--- src/rtl/mem_pkg.sv ---
// Shared types and default sizing for the cache refill arbiter.
package mem_pkg;

    localparam int MEM_LINE_W = 128;
    localparam int MEM_LAT    = 10;

    typedef enum logic [1:0] {
        IDLE,
        BUSY,
        RESP
    } mem_state_t;

    typedef enum logic {
        REQ_IC,
        REQ_DC
    } req_id_t;

endpackage

--- src/rtl/rr_arb2.sv ---
// Two-way round-robin selector: on a tie the requester not served last wins.
module rr_arb2
    import mem_pkg::*;
(
    input  logic      ic_req,
    input  logic      dc_req,
    input  req_id_t   last,
    output logic [1:0] gnt,
    output req_id_t   winner
);

    // gnt[0] is the icache, gnt[1] the dcache.
    always_comb begin
        winner = REQ_IC;
        gnt    = 2'b00;
        if (ic_req && dc_req) begin
            winner = (last == REQ_IC) ? REQ_DC : REQ_IC;
        end else if (dc_req) begin
            winner = REQ_DC;
        end
        if (ic_req || dc_req) begin
            gnt = (winner == REQ_DC) ? 2'b10 : 2'b01;
        end
    end

endmodule

--- src/rtl/mem_refill_arbiter.sv ---
// Serialises icache/dcache line fills and dcache word writes onto one
// fixed-latency synchronous memory, arbitrating round-robin between the caches.
module mem_refill_arbiter
    import mem_pkg::*;
#(
    parameter int LAT    = MEM_LAT,
    parameter int LINE_W = MEM_LINE_W
) (
    input  logic              clk,
    input  logic              reset_n,
    input  logic              ic_req,
    input  logic [31:0]       ic_addr,
    output logic              ic_gnt,
    output logic              ic_valid,
    output logic [LINE_W-1:0] ic_line,
    input  logic              dc_req,
    input  logic              dc_we,
    input  logic [31:0]       dc_addr,
    input  logic [31:0]       dc_wd,
    output logic              dc_gnt,
    output logic              dc_valid,
    output logic [LINE_W-1:0] dc_line,
    output logic              mem_req,
    output logic              mem_we,
    output logic [31:0]       mem_addr,
    output logic [31:0]       mem_wd,
    input  logic [LINE_W-1:0] mem_rdata,
    output logic              busy
);

    // LAT=1 needs no count, but keep one bit so the vector stays legal.
    localparam int              CNT_W    = (LAT > 1) ? $clog2(LAT) : 1;
    localparam logic [CNT_W-1:0] CNT_LOAD = CNT_W'(LAT - 1);

    mem_state_t       state, state_nxt;
    logic [CNT_W-1:0] cnt;
    req_id_t          owner, last;
    logic             we_q;
    logic [31:0]      addr_q, wd_q;

    logic [1:0]       arb_gnt;
    req_id_t          arb_win;
    logic             start, last_beat;

    rr_arb2 u_arb (
        .ic_req (ic_req),
        .dc_req (dc_req),
        .last   (last),
        .gnt    (arb_gnt),
        .winner (arb_win)
    );

    // Grants are combinational but suppressed while reset is held.
    assign start     = (state == IDLE) && reset_n && (arb_gnt != 2'b00);
    assign last_beat = (state == BUSY) && (cnt == '0);

    assign ic_gnt   = start && arb_gnt[0];
    assign dc_gnt   = start && arb_gnt[1];
    assign ic_valid = (state == RESP) && (owner == REQ_IC);
    assign dc_valid = (state == RESP) && (owner == REQ_DC);
    assign mem_req  = (state == BUSY);
    assign mem_we   = last_beat && we_q;
    assign mem_addr = addr_q;
    assign mem_wd   = wd_q;
    assign busy     = (state != IDLE);

    always_ff @(posedge clk or negedge reset_n) begin
        if (!reset_n) begin
            state <= IDLE;
        end else begin
            state <= state_nxt;
        end
    end

    always_comb begin
        state_nxt = state;
        case (state)
            IDLE:    if (start) state_nxt = BUSY;
            BUSY:    if (cnt == '0) state_nxt = RESP;
            RESP:    state_nxt = IDLE;
            default: state_nxt = IDLE;
        endcase
    end

    always_ff @(posedge clk or negedge reset_n) begin
        if (!reset_n) begin
            cnt     <= '0;
            owner   <= REQ_IC;
            last    <= REQ_IC;
            we_q    <= 1'b0;
            addr_q  <= '0;
            wd_q    <= '0;
            ic_line <= '0;
            dc_line <= '0;
        end else begin
            case (state)
                IDLE: begin
                    if (start) begin
                        owner <= arb_win;
                        cnt   <= CNT_LOAD;
                        // Fills are line-aligned; writes keep the word offset.
                        if (arb_win == REQ_DC) begin
                            we_q   <= dc_we;
                            addr_q <= dc_we ? dc_addr : (dc_addr & ~32'hF);
                            wd_q   <= dc_wd;
                        end else begin
                            we_q   <= 1'b0;
                            addr_q <= ic_addr & ~32'hF;
                            wd_q   <= '0;
                        end
                    end
                end
                BUSY: begin
                    if (cnt != '0) begin
                        cnt <= cnt - CNT_W'(1);
                    end else if (!we_q) begin
                        if (owner == REQ_IC) ic_line <= mem_rdata;
                        else                 dc_line <= mem_rdata;
                    end
                end
                RESP: last <= owner;
                default: ;
            endcase
        end
    end

endmodule

--- config.mk ---
export PLATFORM = sky130hd
export DESIGN_NAME = mem_refill_arbiter
export DESIGN_NICKNAME = d
export VERILOG_FILES = /design/src/rtl/mem_pkg.sv /design/src/rtl/rr_arb2.sv /design/src/rtl/mem_refill_arbiter.sv
export SDC_FILE = /design/constraint.sdc
export NUM_CORES = 1
export LEC_CHECK = 0
export BUFFER_PORTS_ARGS = -buffer_cell sky130_fd_sc_hd__buf_2
export CAP_MARGIN = 40
export CORE_AREA = 2 2 215 217
export DETAILED_ROUTE_END_ITERATION = 16
export DIE_AREA = 0 0 217 219
export GPL_TIMING_DRIVEN = 0
export HOLD_SLACK_MARGIN = 0.08
export SLEW_MARGIN = 20
export SYNTH_ARGS = -nofsm -noshare
export SYNTH_HDL_FRONTEND = slang
export SYNTH_SLANG_ARGS = --single-unit
--- constraint.sdc ---
create_clock -name clk -period 2.9 [get_ports clk]
set_clock_uncertainty 0.05 [all_clocks]
set_input_delay 0.58 -clock clk [delete_from_list [all_inputs] [get_ports clk]]
set_output_delay 0.58 -clock clk [all_outputs]
set_load 0.005 [all_outputs]
==> results.md <==
| Result | This run | Unit |
|---|---|---|
| Yosys synthesis warning count | 0 | - |
| Vertical die dimension | 219 | microns |
| Number of design-rule violations left by the first detailed-router iteration | 391 | - |
| Layout overhead on the synthesized area | 37.78 | % |
| Total of fill cells in the finished design | 4230 | - |
| Clk root buf | sky130_fd_sc_hd__clkbuf_16 | - |
| Fraction of layout cells with a size suffix above 1 | 0.6256 | - |
| Maximum level of the CTS H-tree | 2 | - |
| Insertion delay to the later sink of the worst-skew pair | 0.54 | ns |
| Highest clock rate | 0.3885 | GHz |
| Count of boundary I/O pins | 556 | - |
| Syn Inst Count | 767 | - |
| Width of the die | 217 | microns |
| Sequential area share after synthesis | 0.6175 | - |
| Routed len/inst | 20.28 | microns |
| RSZ-0062 raised after global routing | false | - |
| Synthesized netlist net count | 998 | - |
| Num CTS Buffers | 38 | - |
| Effective utilization at floorplan | 0.2957 | - |
| Instance count after placement with tap cells included | 1921 | - |
| Transition time at the pin with the least slew margin | 0.7227 | ns |
| Top cell family by delay on the critical path | simple AND/OR/NAND/NOR gates | - |
| TritonRoute pass-1 iters | 4 | - |
| Pin count of the biggest net entering global routing | 93 | - |
| Sinks on Clock Net | 329 | - |
| Number of buffers added on ports | 551 | - |
| Setup violations, final | 0 | - |
| MaxCap Viol Count | 0 | - |
| Min Clock Period, post-route | 2.574 | ns |
| Clock tree from TritonCTS | yes | - |
| Wire length of the first global-routing pass | 60.26 | mm |
| Commonest non-fill, non-tap cell in the layout | sky130_fd_sc_hd__buf_2 | - |
| Die ar. | 0.04752 | sq mm |
| Element type at the critical path end | flip-flop | - |
| Status | finished, final reports clean | - |
| Register bit count reported by yosys | 329 | - |
| Worst path slowest cell | sky130_fd_sc_hd__or4_4 | - |
| Clock-pin transition on the worst setup and hold timing paths | 0.06 | ns |
| Number of pins with negative max-slew slack in the final report | 0 | - |
| DR vias | 9092 | - |
| Routed vias/inst | 4.546 | - |
| NumNets Final | 1599 | - |
| Number of library cell types mapped by synthesis | 29 | - |
| Buf/Inv on CP | 4 | - |
| Crit share post-route | 0.8875 | - |
| Critical path data arrival time | 2.95 | ns |
| Number of hold violations in the final report | 0 | - |
| Average size of a mapped cell | 17.38 | sq um |
| Std-Cell Core Area | 0.04509 | sq mm |
| Number of global-route vias before repair | 9710 | - |
| Post-place instance area | 0.01693 | sq mm |
| Finished Layout Cells | 2000 | - |
| Initial antenna violation count | 7 | - |
| Cell repeated most along the worst path | sky130_fd_sc_hd__buf_6 | - |
| Category of the worst setup path launch point | flip-flop | - |
| Number of remaining DRC errors | 0 | - |
| Count of antenna-violating nets left after detailed routing | 0 | - |
| Worst Hold Margin | 0.1041 | ns |
| Routed wire length | 40.56 | mm |
| Normalized max-slew margin | 0.5182 | - |
| Largest vdd supply drop | 0.5439 | mV |
| GR Util All Layers | 0.1663 | - |
| Post-route cell area | 0.01837 | sq mm |
| Power per unit of standard cell area | 1089 | mW/mm^2 |
| Critical path required time | 3.28 | ns |
| Leading cell types in the layout, fill and taps excluded | sky130_fd_sc_hd__buf_2 (550), sky130_fd_sc_hd__dfrtp_1 (329), sky130_fd_sc_hd__mux2_4 (200) | - |
| Total design power | 20.00 | mW |
| Half-perimeter wire length of the detailed placement result | 30.25 | mm |
| Final total negative setup slack | 0 | ns |
| Classification of the worst setup path | reg -> reg | - |
| Delay of the slowest cell on the worst path | 0.49 | ns |
| Leakage | 9.677 | nW |
| Worst hold path type | in -> async | - |
| Largest buffer count on any clock path | 3 | - |
| Series of cell instances along the critical path | inv_1, ha_1, or3b_1, clkbuf_1, or4_4, buf_6, buf_6, mux2_4 | - |
| Row count | 78 | - |
| Combined area of all synthesized cells | 0.01333 | sq mm |
| Max FO, Critical Path | 10 | - |
| Last weighted congestion value of the routability-driven placer | 0.8694 | - |
| Sum of overflow across all layers after global routing | 0 | - |
[area by class of cell]
class / instances / area, sq um / share of cell area
timing repair buffer: 563 / 3023 / 0.1646
tap: 600 / 750.7 / 0.04087
clock buffer: 53 / 1087 / 0.05919
buffer: 47 / 390.4 / 0.02125
clock inverter: 16 / 161.4 / 0.008786
inverter: 6 / 22.52 / 0.001226
multi-input combinational: 383 / 4695 / 0.2556
sequential: 329 / 8233 / 0.4482
antenna: 3 / 7.507 / 0.0004087
[final timing paths]
kind                               from            to  slack (ns)  depth (start not counted)
setup / recovery                 cnt[0]  dc_line[105]        0.33                          8
hold / removal                  reset_n  dc_line[118]        0.10                          3
setup reg to reg                 cnt[0]  dc_line[105]        0.33                          8
hold reg to reg            dc_line[120]  dc_line[120]        0.44                          1
max in group asynchronous       reset_n    mem_wd[17]        1.25                          4
min in group clk              dc_wd[31]    mem_wd[31]        0.21                          2
[tightest hold or removal path, delay by kind of cell]
family / cells / cell delay [ns]
buffers and inverters: 3 / 0.45
[per-layer routing]
layer / wire length (microns) / GRT usage / up-vias
li1: - / - / 4000
met1: 15890 / 0.1914 / 4544
met2: 19660 / 0.2870 / 454
met3: 3483 / 0.05364 / 88
met4: 1487 / 0.06530 / 6
met5: 33 / 0 / -
[registers in the layout (all words and copies together), names as in the netlist]
register / flops
dc_line: 128
mem_addr: 32
mem_wd: 32
owner: 1
ic_line: 128
cnt: 4
last: 1
we_q: 1
state: 2
[Yosys cell counts]
master                        n  area share
sky130_fd_sc_hd__dfrtp_1    329        0.62
sky130_fd_sc_hd__mux2_4     200        0.23
sky130_fd_sc_hd__mux2_1      40       0.034
sky130_fd_sc_hd__a22o_1      33       0.022
sky130_fd_sc_hd__a21boi_0    28       0.016
sky130_fd_sc_hd__a221o_1     28       0.021
sky130_fd_sc_hd__buf_6       28       0.024
sky130_fd_sc_hd__mux2_2      17       0.014
sky130_fd_sc_hd__clkbuf_1    16      0.0045
sky130_fd_sc_hd__inv_1        6      0.0017
sky130_fd_sc_hd__a21oi_1      4      0.0015
sky130_fd_sc_hd__a32o_1       4      0.0030
sky130_fd_sc_hd__buf_1        4      0.0011
sky130_fd_sc_hd__and3_1       3      0.0014
sky130_fd_sc_hd__nand2_1      3     0.00084
sky130_fd_sc_hd__nand2b_1     3      0.0014
sky130_fd_sc_hd__nor2_1       3     0.00084
sky130_fd_sc_hd__ha_1         2      0.0019
sky130_fd_sc_hd__nand3_1      2     0.00075
sky130_fd_sc_hd__nor3_1       2     0.00075
sky130_fd_sc_hd__nor3b_1      2      0.0011
sky130_fd_sc_hd__or2_2        2     0.00094
sky130_fd_sc_hd__or4_4        2      0.0017
sky130_fd_sc_hd__a21o_1       1     0.00056
sky130_fd_sc_hd__a22oi_1      1     0.00056
sky130_fd_sc_hd__buf_2        1     0.00038
sky130_fd_sc_hd__mux2i_1      1     0.00075
sky130_fd_sc_hd__o2bb2ai_1    1     0.00066
sky130_fd_sc_hd__or3b_1       1     0.00066
[per-stage QoR]
| step | worst slack [ns] | utilization |
|---|---|---|
| final | 0.3261 | 0.4074 |
| after global routing | 0.2214 | 0.4073 |
| after CTS | 0.2987 | 0.4073 |
| after detailed placement | -1.201 | 0.3756 |
| after global placement | -5.838 | 0.3735 |
| after floorplan | 0.5648 | - |
[repair_timing]
| item | CTS | global route |
|---|---|---|
| hold endpoints to repair | 64 | 0 |
| hold buffers | 6 | 0 |
| setup buffers | 2 | 0 |
| gates resized for setup | 6 | 0 |
| setup endpoints to repair | 52 | 0 |
[report_power, final]
part           total (mW)  internal [mW]  switching [mW]  leakage [nW]
combinational        7.04           4.34            2.70          5.15
clock                4.78           2.82            1.96         0.614
sequential           8.19           6.87            1.32          3.91
total                20.0           14.0            5.98          9.68
[cells by family after synthesis]
group / count (synthesis) / share of synthesized area
compound gates: 100 / 0.06475
fa+ha+maj: 2 / 0.001877
buf+inv: 55 / 0.03134
flops: 329 / 0.6175
mux: 258 / 0.2741
simple gates: 23 / 0.01042
Power figures use the tool's default switching activity.
